File: config.mk
export PLATFORM = sky130hd
export DESIGN_NAME = axi_inf_write_slave_core
export DESIGN_NICKNAME = d
export VERILOG_FILES = /design/src/rtl/axi_inf_write_slave_core.sv
export SDC_FILE = /design/constraint.sdc
export NUM_CORES = 1
export LEC_CHECK = 0
export ABC_AREA = 1
export CORE_AREA = 2 2 261 263
export CTS_CLUSTER_SIZE = 20
export DETAILED_ROUTE_END_ITERATION = 16
export DIE_AREA = 0 0 263 265
export PLACE_DENSITY = 0.45
export RECOVER_POWER = 100
export SLEW_MARGIN = 20
export SYNTH_ARGS = -nofsm -noshare
export SYNTH_HDL_FRONTEND = slang
export SYNTH_SLANG_ARGS = --single-unit
File: constraint.sdc
create_clock -name axi_aclk -period 2.2 [get_ports axi_aclk]
set_input_delay 0.66 -clock axi_aclk [delete_from_list [all_inputs] [get_ports axi_aclk]]
set_output_delay 0.66 -clock axi_aclk [all_outputs]
set_load 0.03 [all_outputs]
File: src/rtl/axi_inf_write_slave_core.sv
// rtl/axi_inf_write_slave_core.sv - AXI4 single-outstanding write responder feeding a memory write port
//
// Ports:
//   axi_aclk / axi_resetn       clock, asynchronous active-low reset
//   axi_aw*                     write address channel (INCR bursts, awsize = log2(DSIZE/8))
//   axi_w*                      write data channel
//   axi_b*                      write response channel (bid echoes awid)
//   mem_wr_*                    backpressured memory write port (mem_wr_ready)
//   wr_done / wr_err            one-cycle pulses after the B handshake
//   busy                        high while a transaction is in flight
module axi_inf_write_slave_core #(
  parameter int IDSIZE = 3,
  parameter int LSIZE  = 8,
  parameter int ASIZE  = 32,
  parameter int DSIZE  = 256
) (
  input  logic                 axi_aclk,
  input  logic                 axi_resetn,
  input  logic [IDSIZE-1:0]    axi_awid,
  input  logic [ASIZE-1:0]     axi_awaddr,
  input  logic [LSIZE-1:0]     axi_awlen,
  input  logic [2:0]           axi_awsize,
  input  logic [1:0]           axi_awburst,
  input  logic                 axi_awvalid,
  output logic                 axi_awready,
  input  logic [DSIZE-1:0]     axi_wdata,
  input  logic [DSIZE/8-1:0]   axi_wstrb,
  input  logic                 axi_wlast,
  input  logic                 axi_wvalid,
  output logic                 axi_wready,
  output logic [IDSIZE-1:0]    axi_bid,
  output logic [1:0]           axi_bresp,
  output logic                 axi_bvalid,
  input  logic                 axi_bready,
  output logic                 mem_wr_en,
  output logic [ASIZE-1:0]     mem_wr_addr,
  output logic [DSIZE-1:0]     mem_wr_data,
  output logic [DSIZE/8-1:0]   mem_wr_strb,
  input  logic                 mem_wr_ready,
  output logic                 wr_done,
  output logic                 wr_err,
  output logic                 busy
);

  localparam int BYTES = DSIZE / 8;
  localparam int SZ    = $clog2(BYTES);

  typedef enum logic [1:0] {IDLE, DATA, RESP} state_t;

  state_t              state_q, state_d;
  logic                awready_q, bvalid_q, busy_q, wr_done_q, wr_err_q;
  logic [IDSIZE-1:0]   id_q, id_d;
  logic [ASIZE-1:0]    addr_q, addr_d;
  logic [LSIZE-1:0]    len_q, len_d;
  logic [LSIZE:0]      cnt_q, cnt_d;
  logic                err_q, err_d;
  logic [1:0]          bresp_q, bresp_d;
  logic                aw_hs, w_hs, b_hs, overrun;

  assign aw_hs   = (state_q == IDLE) && axi_awvalid && awready_q;
  // Once the burst is known bad, beats are drained regardless of the memory.
  assign axi_wready = (state_q == DATA) && (err_q || mem_wr_ready);
  assign w_hs    = axi_wvalid && axi_wready;
  assign b_hs    = (state_q == RESP) && bvalid_q && axi_bready;
  assign overrun = cnt_q > {1'b0, len_q};

  always_comb begin
    state_d = state_q;
    id_d    = id_q;
    addr_d  = addr_q;
    len_d   = len_q;
    cnt_d   = cnt_q;
    err_d   = err_q;
    case (state_q)
      IDLE: begin
        if (aw_hs) begin
          state_d = DATA;
          id_d    = axi_awid;
          addr_d  = axi_awaddr;
          len_d   = axi_awlen;
          cnt_d   = '0;
          err_d   = (axi_awburst != 2'b01) || (axi_awsize != 3'(SZ));
        end
      end
      DATA: begin
        if (w_hs) begin
          // Saturate so a runaway burst can never wrap back into the legal range.
          if (!(&cnt_q)) cnt_d = cnt_q + 1'b1;
          if (overrun || (axi_wlast && (cnt_q != {1'b0, len_q}))) err_d = 1'b1;
          if (axi_wlast) state_d = RESP;
        end
      end
      RESP: begin
        if (b_hs) state_d = IDLE;
      end
      default: state_d = IDLE;
    endcase
    bresp_d = (state_d == RESP) ? (err_d ? 2'b10 : 2'b00) : 2'b00;
  end

  always_ff @(posedge axi_aclk or negedge axi_resetn) begin
    if (!axi_resetn) begin
      state_q   <= IDLE;
      awready_q <= 1'b0;
      bvalid_q  <= 1'b0;
      busy_q    <= 1'b0;
      wr_done_q <= 1'b0;
      wr_err_q  <= 1'b0;
      id_q      <= '0;
      addr_q    <= '0;
      len_q     <= '0;
      cnt_q     <= '0;
      err_q     <= 1'b0;
      bresp_q   <= 2'b00;
    end else begin
      state_q   <= state_d;
      awready_q <= (state_d == IDLE);
      bvalid_q  <= (state_d == RESP);
      busy_q    <= (state_d != IDLE);
      wr_done_q <= b_hs;
      wr_err_q  <= b_hs && (bresp_q == 2'b10);
      id_q      <= id_d;
      addr_q    <= addr_d;
      len_q     <= len_d;
      cnt_q     <= cnt_d;
      err_q     <= err_d;
      bresp_q   <= bresp_d;
    end
  end

  assign axi_awready = awready_q;
  assign axi_bvalid  = bvalid_q;
  assign axi_bid     = id_q;
  assign axi_bresp   = bresp_q;
  assign busy        = busy_q;
  assign wr_done     = wr_done_q;
  assign wr_err      = wr_err_q;

  // Overrun beats are accepted but never reach memory.
  assign mem_wr_en   = w_hs && !err_q && !overrun;
  assign mem_wr_addr = addr_q + (ASIZE'(cnt_q) << SZ);
  assign mem_wr_data = axi_wdata;
  assign mem_wr_strb = axi_wstrb;

endmodule

==> results.sh, run 1 <==
export IMPL_run_status="finished with violations"
export IMPL_violations="setup timing"
export IMPL_peakVddDrop_v=0.000367
export IMPL_max_freq_mhz=337
export IMPL_wl_final_um=25500
export IMPL_cts_sink_count=61
export IMPL_critPathMaxFanout=3
export IMPL_timing_critical_path_slowest_cell_delay_ns=0.40
export IMPL_place_hpwl_um=21300
export IMPL_rsz0062_at_grt="true"
export IMPL_antenna_found_initial=3
export IMPL_synth_top_cell_area_share=0.372
export IMPL_slew_violations=0
export IMPL_synthTopCellsByArea="buf_4, dfrtp_1, nand2_1, ha_1, inv_1"
export IMPL_area_added_between_synthesis_and_finish_pct=34.6
export IMPL_worstSkewPairLatency_ns=0.36
export IMPL_die_h_um=265
export IMPL_worstSetupStartpoint="addr_q[5]"
export IMPL_setup_violators_final=28
export IMPL_synth_cell_types=39
export IMPL_dominantRegCellSynth="dfrtp_1"
export IMPL_rows=95
export IMPL_ys_ff_latch=61
export IMPL_cts_tree="yes"
export IMPL_synth_edf_count=0
export IMPL_overflow=0
export IMPL_setup_worst_path_end_class="primary output"
export IMPL_layout_drive_gt1_share=0.399
export IMPL_numPortBuffers=97
export IMPL_wl_per_cell_um=16.4
export IMPL_critical_path_arrival_ns=2.31
export IMPL_core_mm2=0.0668
export IMPL_finalWorstSetupSlack_ns=-0.771
export IMPL_post_route_cell_area_mm2=0.00799
export IMPL_synth_most_common_cell="buf_4"
export IMPL_syn_nets=1131
export IMPL_ys_async_sr_fraction=1.00
export IMPL_nNetsFinal=1038
export IMPL_holdCritStartpoint="axi_bid[1]"
export IMPL_floorplan_initialDensity=0.0888
export IMPL_gp_congestion=0.770
export IMPL_timing_worst_slew_pin_value_ns=1.48
export IMPL_synth_top_cell_by_area="buf_4"
export IMPL_clockBufferDepth=2
export IMPL_grt_max_degree=33
export IMPL_cts_inserted_buffers=9
export IMPL_synth_area_mm2=0.00593
export IMPL_critical_path_slowest_cell="fa_2"
export IMPL_first_global_vias=4593
export IMPL_setup_crit_path_kind="flop to primary output"
export IMPL_setup_tns_ns=-16.11
export IMPL_grt_first_pass_wirelength_um=35200
export IMPL_postCtsHoldBufs=0
export IMPL_synthCells=768
export IMPL_sequential_area_share_after_synthesis=0.257
export IMPL_drt_iter0_drc=120
export IMPL_max_slew_margin=0.0109
export IMPL_yosys_top_cells_count="buf_4, nand2_1, dfrtp_1"
export IMPL_route_detailed_vias_per_inst=2.74
export IMPL_period_share=1.35
export IMPL_synthesis_area_per_instance_um2=7.73
export IMPL_groute_usage_overall=0.0721
export IMPL_routed_via_count=4262
export IMPL_postPlaceCellArea_mm2=0.00711
export IMPL_maxCapViolCount=0
export IMPL_min_path_type="flop to flop"
export IMPL_worstPathCellList="ha_2, inv_2, fa_2, o21ai_4, a21boi_4, o21ai_4, nand2_4, o21ai_2, nand2_4, buf_12"
export IMPL_drc=0
export IMPL_fin_hold_ws_ns=0.476
export IMPL_power_density_mw_per_mm2=1170
export IMPL_fin_worst_skew_ns=0.0132
export IMPL_fp_dieArea_mm2=0.0697
export IMPL_h_tree_depth=3
export IMPL_period_needed_ns=2.97
export IMPL_floorplan_io_pins=675
export IMPL_worstReg2RegStart="cnt_q[1]"
export IMPL_drt_antenna_violating_nets=0
export IMPL_synth_warning_count=0
export IMPL_firstDrtPassIters=4
export IMPL_horiz_die_dim_um=263
export IMPL_startpoint_types="flop"
export IMPL_timing_critical_path_required_ns=1.54
export IMPL_clkTransAtPathRegs_ns=0.06
export IMPL_timing_hold_violations_final=0
export IMPL_clk_root_buffer_cell="clkbuf_16"
export IMPL_power_leakage_nw=3.32
placed cells by master, fill, tap and decap left out, types with 4 or more instances in the layout:
cell and count:
nand2_1 146, nand3_2 4, ha_1 5, o21ai_4 4, nand3_1 16, clkbuf_1 4, ha_4 12, buf_4 77
dlygate4sd3_1 12, clkbuf_16 9, nor3_4 4, a21oi_4 7, nand2_4 12, nand2_2 16, a21oi_2 5, nand3_4 4
nand4_1 6, buf_6 20, dfrtp_1 59, xor2_4 12, nor2_4 5, nor2_2 4, nor3_1 9, xnor2_4 6
o21ai_0 24, inv_1 42, buf_12 26, nor2_1 18, o21ai_1 4, inv_2 7, o21ai_2 5, clkdlybuf4s50_1 52
path summary, 6_finish.rpt:
check	depth (start not counted)	endpoint	slack [ns]
worst max register to register	12	cnt_q[2]	0.11
worst min register to register	2	axi_bid[1]	0.48
min in group asynchronous	1	addr_q[22]	0.65
max in group asynchronous	2	cnt_q[4]	0.27
worst max-delay path	10	mem_wr_addr[27]	-0.77
worst min-delay path	2	axi_bid[1]	0.48
per-stage QoR:
| stage | utilization | worst slack (ns) | std cells | total power [mW] |
|---|---|---|---|---|
| final | 0.120 | -0.771 | 1554 | 9.36 |
| after global routing | 0.120 | -0.878 | 1553 | 10.1 |
| after CTS | 0.118 | -0.755 | 1550 | 9.55 |
| after detailed placement | 0.106 | -0.414 | 1522 | 7.69 |
| after global placement | 0.106 | -0.403 | 1522 | 7.67 |
| after floorplan | - | -0.280 | 768 | 5.69 |
repair_timing:
item	in CTS	in global routing
buffers inserted	14	8
setup endpoints to repair	29	34
resized for setup	76	46
pin swaps	39	43
worst max-delay path, delay by kind of cell, from the launching register on:
kind                     cells  cell delay (ns)
AO/OA/AOI/OAI                4             0.65
adder cells (fa/ha/maj)      2             0.60
AND/OR/NAND/NOR              2             0.19
flip-flops                   1             0.36
buffers and inverters        2             0.17
cells by family (layout without fill, tap and decap cells):
group,count (synthesis),count (layout),share of synthesized area
other cells,1,2,0.000632
simple gates,256,256,0.200
flops,61,61,0.257
xor+xnor,23,23,0.0365
buf+inv,353,265,0.410
fa+ha+maj,20,20,0.0434
compound gates,54,54,0.0525
flip-flops by register name, summed over array words and instances, names as in the netlist:
signal / flops
addr_q: 32
cnt_q: 9
len_q: 8
axi_bid: 3
state_q: 2
axi_awready: 1
axi_bresp: 1
axi_bvalid: 1
busy: 1
err_q: 1
wr_done: 1
wr_err: 1
where the power goes:
| part | switching, mW | total [mW] | leakage, nW | internal [mW] |
|---|---|---|---|---|
| clock network | 0.616 | 1.38 | 0.132 | 0.766 |
| logic | 3.22 | 6.04 | 2.41 | 2.82 |
| registers | 0.347 | 1.93 | 0.771 | 1.59 |
layer usage:
| metal | share of wire | GRT usage | vias to the layer above |
|---|---|---|---|
| li1 | - | - | 1919 |
| met1 | 0.31 | 0.0627 | 1904 |
| met2 | 0.50 | 0.124 | 315 |
| met3 | 0.15 | 0.0529 | 120 |
| met4 | 0.044 | 0.0349 | 4 |
| met5 | 0.00086 | 0 | - |
final cells by class:
class | instances | area, µm²
Antenna cell | 1 | 2.50
Clock buffer | 9 | 225
Clock inverter | 7 | 51.3
Fill cell | 7627 | 58800
Inverter | 50 | 190
Multi-Input combinational cell | 354 | 2860
Sequential cell | 61 | 1530
Tap cell | 873 | 1090
Timing Repair Buffer | 199 | 2040
(Power assumes the default switching activity.)
==> run 2: changes to the inputs <==
CORE_AREA = 2 2 266 268   (was 2 2 261 263)
DIE_AREA = 0 0 268 270   (was 0 0 263 265)
HOLD_SLACK_MARGIN = 0.03   (was not set)
PLACE_DENSITY = 0.43   (was 0.45)
clock period = 3.18 ns   (was 2.2 ns; I/O delays follow)
==> results.sh, run 2 (synthesis results as in run 1) <==
export IMPL_power_density_mw_per_mm2=816
export IMPL_netSwitchingPower_mw=2.71
export IMPL_maxCapViolCount=1
export IMPL_overflow=0
export IMPL_p_seq_frac=0.246
export IMPL_finalWorstSetupSlack_ns=-0.0665
export IMPL_period_share=1.02
export IMPL_worstSkewPairLatency_ns=0.36
export IMPL_clockBufferDepth=2
export IMPL_critical_path_arrival_ns=2.29
export IMPL_period_needed_ns=3.25
export IMPL_power_leakage_nw=2.97
export IMPL_timing_worst_slew_pin_value_ns=1.74
export IMPL_peakVddDrop_v=0.000357
export IMPL_place_hpwl_um=18700
export IMPL_drc=0
export IMPL_setup_tns_ns=-0.323
export IMPL_antenna_found_initial=4
export IMPL_violations="capacitance limit, slew limit, setup timing"
export IMPL_slack_of_the_worst_reg_to_reg_path_ns=0.69
export IMPL_max_slew_margin=-0.163
export IMPL_floorplan_initialDensity=0.0853
export IMPL_wl_per_cell_um=14.8
export IMPL_slew_violations=28
export IMPL_post_route_cell_area_mm2=0.00721
export IMPL_largest_reg_flops=32
export IMPL_groute_usage_overall=0.0635
export IMPL_combPwrFrac=0.585
export IMPL_drt_iter0_drc=185
export IMPL_worstReg2RegStart="state_q[1]"
export IMPL_critPathMaxFanout=2
export IMPL_layout_drive_gt1_share=0.305
export IMPL_fin_cells=1562
export IMPL_postCtsHoldBufs=0
export IMPL_cts_tree="yes"
export IMPL_r2r_end="addr_q[11]"
export IMPL_worstSetupStartpoint="addr_q[5]"
export IMPL_fin_worst_skew_ns=0.00984
export IMPL_first_global_vias=4303
export IMPL_wl_final_um=23200
export IMPL_p_sw_frac=0.460
export IMPL_fin_hold_ws_ns=0.476
export IMPL_most_common_layout_cells="nand2_1, dfrtp_1, clkdlybuf4s50_1"
export IMPL_area_added_between_synthesis_and_finish_pct=21.5
export IMPL_floorplan_io_pins=675
export IMPL_postPlaceCellArea_mm2=0.00621
export IMPL_largest_registers="addr_q: 32 flops, cnt_q: 9 flops, len_q: 8 flops"
export IMPL_leading_cell_type_in_the_layout_fill_and_taps_excluded="nand2_1"
export IMPL_horiz_die_dim_um=268
export IMPL_rsz0062_at_grt="true"
export IMPL_die_h_um=270
export IMPL_clk_root_buffer_cell="clkbuf_16"
export IMPL_largest_register_by_flop_count="addr_q"
export IMPL_p_clk_frac=0.170
export IMPL_clkTransAtPathRegs_ns=0.06
export IMPL_timing_critical_path_required_ns=2.23
export IMPL_routed_via_count=4100
export IMPL_setup_crit_path_kind="flop to primary output"
export IMPL_detail_route_wirelength_met1_um=8680
export IMPL_crit_path_end="mem_wr_addr[25]"
export IMPL_setup_worst_path_end_class="primary output"
export IMPL_drt_antenna_violating_nets=0
export IMPL_gp_congestion=0.696
export IMPL_h_tree_depth=3
export IMPL_setup_violators_final=8
export IMPL_wl_met3_um=3140
export IMPL_firstDrtPassIters=4
export IMPL_max_freq_mhz=308
export IMPL_route_met2_wl_um=9840
export IMPL_post_place_ws_ns=0.0205
export IMPL_antenna_diode_count=0
export IMPL_ff2ff_path_depth=6
export IMPL_cell_internal_pwr_mw=3.17
export IMPL_fp_dieArea_mm2=0.0724
export IMPL_dp_cells=1518
export IMPL_top_routing_layer_in_use="met5"
export IMPL_core_mm2=0.0695
export IMPL_cts_inserted_buffers=9
export IMPL_numPortBuffers=97
export IMPL_grt_first_pass_wirelength_um=31400
export IMPL_route_detailed_vias_per_inst=2.62
export IMPL_timing_hold_violations_final=0
export IMPL_rows=97
export IMPL_run_status="finished with violations"
export IMPL_min_path_type="flop to flop"
export IMPL_cts_sink_count=61
export IMPL_nNetsFinal=980
export IMPL_startpoint_types="flop"
export IMPL_grt_max_degree=55
[run 2: repair_timing]
| item | CTS | global route |
|---|---|---|
| endpoints found under the hold margin | 0 | 0 |
| buffers inserted | 15 | 14 |
| resized for setup | 63 | 47 |
| endpoints found under the setup margin | 23 | 21 |
| gates cloned | 0 | 0 |
| pin swaps | 18 | 28 |
[run 2: layout make-up]
class | instances | area, µm²
Clock buffer | 12 | 256
Clock inverter | 4 | 31.3
Fill cell | 8034 | 62300
Inverter | 50 | 188
Multi-Input combinational cell | 354 | 2490
Sequential cell | 61 | 1540
Tap cell | 940 | 1180
Timing Repair Buffer | 141 | 1530
[run 2: worst max-delay path, cell delays in order (launching register included)]
cell and delay [ns]:
dfrtp_1 0.35, ha_2 0.19, inv_2 0.04, fa_2 0.37, o21ai_4 0.18, buf_4 0.14
buf_6 0.11, nand3_1 0.09, nand2_2 0.13, xor2_4 0.19, buf_12 0.14
[run 2: worst min-delay path by stage]
stage,to,slack [ns],startpoint,cells past startpoint
2_1_floorplan,addr_q[0],0.45,addr_q[0],2
3_3_place_gp,axi_bid[1],0.46,axi_bid[1],2
3_5_place_dp,addr_q[0],0.47,addr_q[0],2
4_1_cts,addr_q[0],0.49,addr_q[0],2
5_1_grt,axi_bid[1],0.50,axi_bid[1],2
6_report,addr_q[1],0.48,addr_q[1],2
[run 2: stage by stage]
step	util	total power, mW
floorplan	-	3.65
global placement	0.0893	4.58
detailed placement	0.0893	4.59
CTS	0.0998	5.94
global route	0.104	6.37
finish	0.104	5.88
[run 2: power groups by stage]
stage | logic (mW) | registers, mW | clock network (mW)
6_report | 3.44 | 1.44 | 0.998
5_1_grt | 3.78 | 1.50 | 1.10
4_1_cts | 3.45 | 1.43 | 1.06
3_5_place_dp | 3.19 | 1.40 | 0
3_3_place_gp | 3.19 | 1.39 | 0
2_1_floorplan | 2.26 | 1.39 | 0
[run 2: layer usage]
metal,global-route usage,up-vias
li1,-,1796
met1,0.0683,1868
met2,0.0901,286
met3,0.0408,142
met4,0.0438,8
met5,0,-
